**config.mk**
```make
export PLATFORM = sky130hd
export DESIGN_NAME = ari_dispatch_queue
export DESIGN_NICKNAME = d
export VERILOG_FILES = /design/src/rtl/ari_dispatch_queue_pkg.sv /design/src/rtl/ari_dispatch_queue.sv
export SDC_FILE = /design/constraint.sdc
export NUM_CORES = 1
export LEC_CHECK = 0
export CAP_MARGIN = 25
export CORE_MARGIN = 2
export CORE_UTILIZATION = 60
export CTS_CLUSTER_DIAMETER = 150
export DETAILED_ROUTE_END_ITERATION = 7
export PLACE_DENSITY = 0.86
export SLEW_MARGIN = 25
export SYNTH_ARGS = -nofsm -noshare
export SYNTH_HDL_FRONTEND = slang
export SYNTH_SLANG_ARGS = --single-unit
```
**constraint.sdc**
```tcl
create_clock -name clock -period 10.7 [get_ports clock]
set_clock_uncertainty 0.15 [all_clocks]
set_input_delay 3.21 -clock clock [delete_from_list [all_inputs] [get_ports clock]]
set_output_delay 3.21 -clock clock [all_outputs]
set_load 0.1 [all_outputs]
```
**src/rtl/ari_dispatch_queue_pkg.sv**
```systemverilog
// Shared parameters and the back-end vector uop type used by the arithmetic dispatch queue.
package ari_dispatch_queue_pkg;

  localparam int DEF_NUM_OF_ARI_ISSUE = 2;
  localparam int DEF_ARI_QUEUE_DEPTH  = 8;

  typedef struct packed {
    logic [5:0]  opcode;
    logic [4:0]  vd;
    logic [4:0]  vs1;
    logic [4:0]  vs2;
    logic [15:0] tag;
  } vuop_back_t;

endpackage

```
**src/rtl/ari_dispatch_queue.sv**
```systemverilog
// In-order circular dispatch queue feeding up to NUM_OF_ARI_ISSUE arithmetic lanes per cycle.
// Lanes are combinational views of head..head+N-1; flush and reset empty the queue in one cycle.
module ari_dispatch_queue
  import ari_dispatch_queue_pkg::*;
#(
  parameter int NUM_OF_ARI_ISSUE = DEF_NUM_OF_ARI_ISSUE,
  parameter int ARI_QUEUE_DEPTH  = DEF_ARI_QUEUE_DEPTH
) (
  input  logic                                clock,
  input  logic                                reset,
  input  logic                                in_valid,
  input  vuop_back_t                          in_op,
  output logic                                in_ready,
  output vuop_back_t [NUM_OF_ARI_ISSUE-1:0]   op_out,
  output logic [NUM_OF_ARI_ISSUE-1:0]         op_valid_out,
  input  logic                                stall_in,
  input  logic                                flush_in,
  output logic [$clog2(ARI_QUEUE_DEPTH):0]    count_out
);

  localparam int PW = $clog2(ARI_QUEUE_DEPTH);
  localparam int CW = PW + 1;

  vuop_back_t     mem [ARI_QUEUE_DEPTH];
  logic [PW-1:0]  head, tail;
  logic [CW-1:0]  count;
  logic [CW-1:0]  n_issue;
  logic           enq;

  assign in_ready  = (count < CW'(ARI_QUEUE_DEPTH));
  assign count_out = count;
  assign enq       = in_valid && in_ready && !flush_in;

  // Issue width is limited by occupancy; an entry written this cycle is not yet counted.
  always_comb begin
    n_issue = '0;
    if (!stall_in && !flush_in) begin
      n_issue = (count < CW'(NUM_OF_ARI_ISSUE)) ? count : CW'(NUM_OF_ARI_ISSUE);
    end
  end

  always_comb begin
    for (int i = 0; i < NUM_OF_ARI_ISSUE; i++) begin
      op_valid_out[i] = (CW'(i) < count) && !flush_in;
      op_out[i]       = op_valid_out[i] ? mem[head + PW'(i)] : '0;
    end
  end

  always_ff @(posedge clock) begin
    if (reset || flush_in) begin
      head  <= '0;
      tail  <= '0;
      count <= '0;
    end else begin
      head  <= head + n_issue[PW-1:0];
      if (enq) begin
        tail <= tail + PW'(1);
      end
      count <= count + CW'(enq) - n_issue;
    end
  end

  // Storage is not cleared on reset; occupancy alone decides what is visible.
  always_ff @(posedge clock) begin
    if (enq && !reset) begin
      mem[tail] <= in_op;
    end
  end

endmodule
```
Word level (Yosys, flattened, before mapping)
Memories as Yosys holds them, arrays and structs flattened. A register that Yosys moved wholly into a read port is not among the register bits. Cells that the tools add are included.

Register bits: 10. Latch bits: 0. RAM bits: 296. Bits in read-only memories: 0. Bits of input ports: 42. Output and inout bits: 81. Word-level logic and storage cells: 30. Memories: 1.

Memory list: mem (depth 8, width 37, read ports 2, clocked after memory_dff 1, wr ports 1, RTL line ari_dispatch_queue.sv:24) `vuop_back_t mem [ARI_QUEUE_DEPTH];`.

Add/subtract/negate cells: 5. Multipliers: 0. Div/mod/pow operators: 0. Magnitude comparators: 4. Eq/ne operators: 0. Shift-type cells: 0. Mux-type cells: 7. Bitwise gates (word level): 0. Reduce and logical (&&, ||, !) cells: 10.

Operator list (number): $mux 37 (2); $lt 1x4->1 const A (2); $mux 4 (2); $add 3x1->3 const B (2); $logic_and 1x1->1 (6); $add 4x1->4 (1); $lt 4x2->1 const B (1); $lt 4x4->1 const B (1); $sub 4x4->4 (1); $add 3x3->3 (1); $logic_not 1->1 (3); $mux 3 (1); $mux 1 (2); $logic_or 1x1->1 (1).

Depth between registers and ports, before layout
Depth after elaboration: 6. Gate-level depth with buffers: 11. Mapped depth without buffers: 11.

Least setup slack after synthesis
No wires, ideal clock.

Path type: input port to output port. From: input port flush_in. To: output port op_out[35] in the netlist's numbering. Data arrival time: 4.773 ns. Data required time: 7.340 ns. Path slack: 2.567 ns. Stages on the path: 4. Path buffers: 2. Cells stage by stage: buf_2 nor3_2 buf_2 a22o_1.

RTL lines: start: declaration (RTL line ari_dispatch_queue.sv:17) `input logic flush_in,`; end: declaration (RTL line ari_dispatch_queue.sv:14) `output vuop_back_t [NUM_OF_ARI_ISSUE-1:0] op_out,`.

==> metrics.txt <==
result of the run=complete, no violations; Arr. time, crit path=5.46 ns; aggregate global-route resource usage=27.2%; maximum number of pins on one net before global-route repair=66; Post-Layout Inst Area=16300 sq um; cell area power density=158 nW/um^2; buffer depth of the longest clock path=3; final worst hold slack=0.429 ns; Crit path buffers/inverters=3; number of rows in the core area=55; end of the worst register-to-register path=mem[1][28]; Worst R2R Start=count_out[3]; Num Clock Sinks=306; number of inserted filler cells in the final layout=1298; Worst Reg-to-Reg Cells=4; total number of nets in the final design=830; residual antenna-violating net count after detailed routing=0; reported leakage power=5.14 nW; post-route setup TNS=0 ns; crit path launch=flush_in; sequential fraction of the synthesis area=65.3%; worst hold path startpoint=tail[0]; global-route wire length before repair=48.8 mm; Slew HR=34.5%; dominant cell type by area after synthesis=sky130_fd_sc_hd__edfxtp_1; top cells by area in the synthesized netlist=sky130_fd_sc_hd__edfxtp_1 64%, sky130_fd_sc_hd__mux4_2 24%, sky130_fd_sc_hd__a22o_1 4.7%; post-detailed-route DRC marker count=0; die area=24400 sq um; Hold/Removal Path Class=register to register; fraction of final layout cells sized beyond drive strength 1=38.3%; portion of synthesized cell area occupied by the leading cell type=63.8%; gp weighted congestion=0.770; Mapped Avg Cell Area=21.5 sq um; Hold-fix buffers, CTS=0; cell class contributing the biggest share of worst-path delay=buffers and inverters; worst setup path endpoint=op_out[15]; combined area of all synthesized cells=13900 sq um; share of the clock period used by the worst path after layout=82.4%; # IOs=123; Synthesized Nets=700; total cell area at the placement stage=15300 sq um; Placeable Area=22700 sq um; Reg2Reg Setup Slack=7.61 ns; CTS Root Cell=sky130_fd_sc_hd__clkbuf_16; count of placed standard cells including taps=1028; worst path required time=7.34 ns; flip-flop and latch count after synthesis=306; highest cell delay on the worst timing path=0.73 ns; Worst Max-Slew Pin Slew=0.980 ns; maximum fanout along the worst path=13; CTS-repair resized insts=0; routed len/inst=29.7 um; Detail Placement HPWL=18.8 mm; count of flip-flops with a built-in enable after synthesis=296; PortBufs=122; total clock buffers created by CTS=31; vias in the first global route=8106; initial core utilization=61.3%; Hold Fails Final Rpt=0; insertion delay to the later sink of the worst-skew pair=0.54 ns; kind of end point of the critical path=output port; wirelength, routed=32.2 mm; Setup-failing EPs final=0; Final Non-Filler Cells=1086; Post-CTS Setup Inserts=0; cell repeated most along the worst path=sky130_fd_sc_hd__buf_4; die span in x=156 um; master of the slowest instance on the critical path=sky130_fd_sc_hd__clkdlybuf4s50_1; nature of the critical path startpoint=primary input; violation count after the first detailed-route iteration=942; cell count after synthesis=647; worst ir drop on vdd=0.000137 V; most numerous cell in the Yosys netlist=sky130_fd_sc_hd__edfxtp_1; Most used DFF post-synth=sky130_fd_sc_hd__edfxtp_1; Die Ht=156 um; top cells by instance count after synthesis=296 x sky130_fd_sc_hd__edfxtp_1, 148 x sky130_fd_sc_hd__mux4_2, 74 x sky130_fd_sc_hd__a22o_1, 17 x sky130_fd_sc_hd__buf_2, 16 x sky130_fd_sc_hd__nor2_1; Yosys Warn Count=0; cell-by-cell listing of the critical path=clkdlybuf4s50_1 > nor3b_4 > buf_4 > a22o_1 > buf_4; category of the critical setup timing path=primary input to output port; post-route minimum period=8.82 ns; total number of H-tree levels=1; async set or reset register ratio after synthesis=0%; total number of vias=7656; number of antenna violations at the first check in global routing=1; number of slew-limit violations in the final report=0; Pre-antenna DRT Iters=5; count of unique library cells instantiated by Yosys=36; max-cap violation count=0; clock-pin slew reported for the worst setup and hold paths after clock tree synthesis=0.06 ns; Syn-to-layout area delta=16.7%; unrepaired setup endpoints after global routing=no; maximum frequency from static timing analysis=113 MHz; gr ovfl total=0; routed vias/inst=7.05; TritonCTS clock tree=done; total stage count of the critical path=5
## registers in the layout, summed over array words and instances, names as in the netlist
name       flops
count_out      4
head           3
mem          296
tail           3
## layout make-up
| cell class | count | area [sq um] | share of cell area [%] |
|---|---|---|---|
| Timing Repair Buffer | 144 | 1240 | 7.63 |
| Tap cell | 285 | 357 | 2.19 |
| Multi-Input combinational cell | 285 | 4550 | 28.0 |
| Inverter | 9 | 33.8 | 0.208 |
| Sequential cell | 306 | 9100 | 56.0 |
| Clock buffer | 36 | 795 | 4.89 |
| Clock inverter | 20 | 180 | 1.11 |
| Antenna cell | 1 | 2.50 | 0.0154 |
## metrics by stage
stage	worst slack (ns)	total power, mW	utilization, %
finish	1.88	2.56	71.6
detailed placement	1.55	1.56	67.2
floorplan	2.57	1.49	-
global placement	1.52	1.55	67.0
global route	1.83	2.64	71.6
CTS	1.54	2.58	71.5
## worst min path at each step
stage / cells past startpoint / to / slack (ns)
floorplan: 2 / tail[0] / 0.37
global placement: 2 / tail[0] / 0.40
detailed placement: 2 / tail[0] / 0.42
CTS: 2 / tail[0] / 0.43
global route: 2 / tail[0] / 0.51
finish: 2 / tail[0] / 0.43
## worst register-to-register path, delay by kind of cell (launching register included)
kind          cells  cell delay (ns)
buf+inv           1             0.61
flops             1             0.35
simple gates      3             1.59
## routing by layer
metal / routed length, um / GRT usage (%) / vias up / share of wire, %
met2: 17200 / 47.5 / 468 / 53
met4: 753 / 7.60 / 0 / 2.3
met3: 2960 / 4.13 / 57 / 9.2
li1: - / - / 3108 / -
met5: 0 / 0 / - / 0
met1: 11300 / 36.2 / 4023 / 35
## where the power goes
part           switching, mW  internal (mW)
combinational          0.148         0.0603
sequential           0.00558           1.32
clock                  0.428          0.601
total                  0.582           1.98
## cells in the final DEF, fill, tap and decap left out, drive strengths merged
cell type and n:
buf 96, inv 9, ha 9, clkbuf 36, dfxtp 10, or4b 1, fa 2, nor3b 3
mux2i 2, clkinvlp 2, nor2b 2, clkinv 15, xor2 2, or2 1, nand2 3, nor3 4
nor4bb 1, clkdlybuf4s50 48, edfxtp 296, or3 3, a21o 1, o21ai 1, diode 1, nand2b 3
xnor2 3, mux4 148, nor2 16, nand3 1, a22o 74, nand3b 1, a21oi 2, and2 2
bufinv 3
## logic make-up (layout without fill, tap and decap cells)
kind of cell | count (synthesis) | count (layout) | synth area share, %
AND/OR/NAND/NOR | 41 | 41 | 1.76
flip-flops | 306 | 306 | 65.3
multiplexers | 150 | 150 | 24.1
adder cells (fa/ha/maj) | 11 | 11 | 1.10
other | 0 | 1 | 0
XOR/XNOR | 5 | 5 | 0.315
AO/OA/AOI/OAI | 78 | 78 | 4.82
buffers and inverters | 56 | 209 | 2.67
Note: power is estimated with default switching activity, not from simulation.
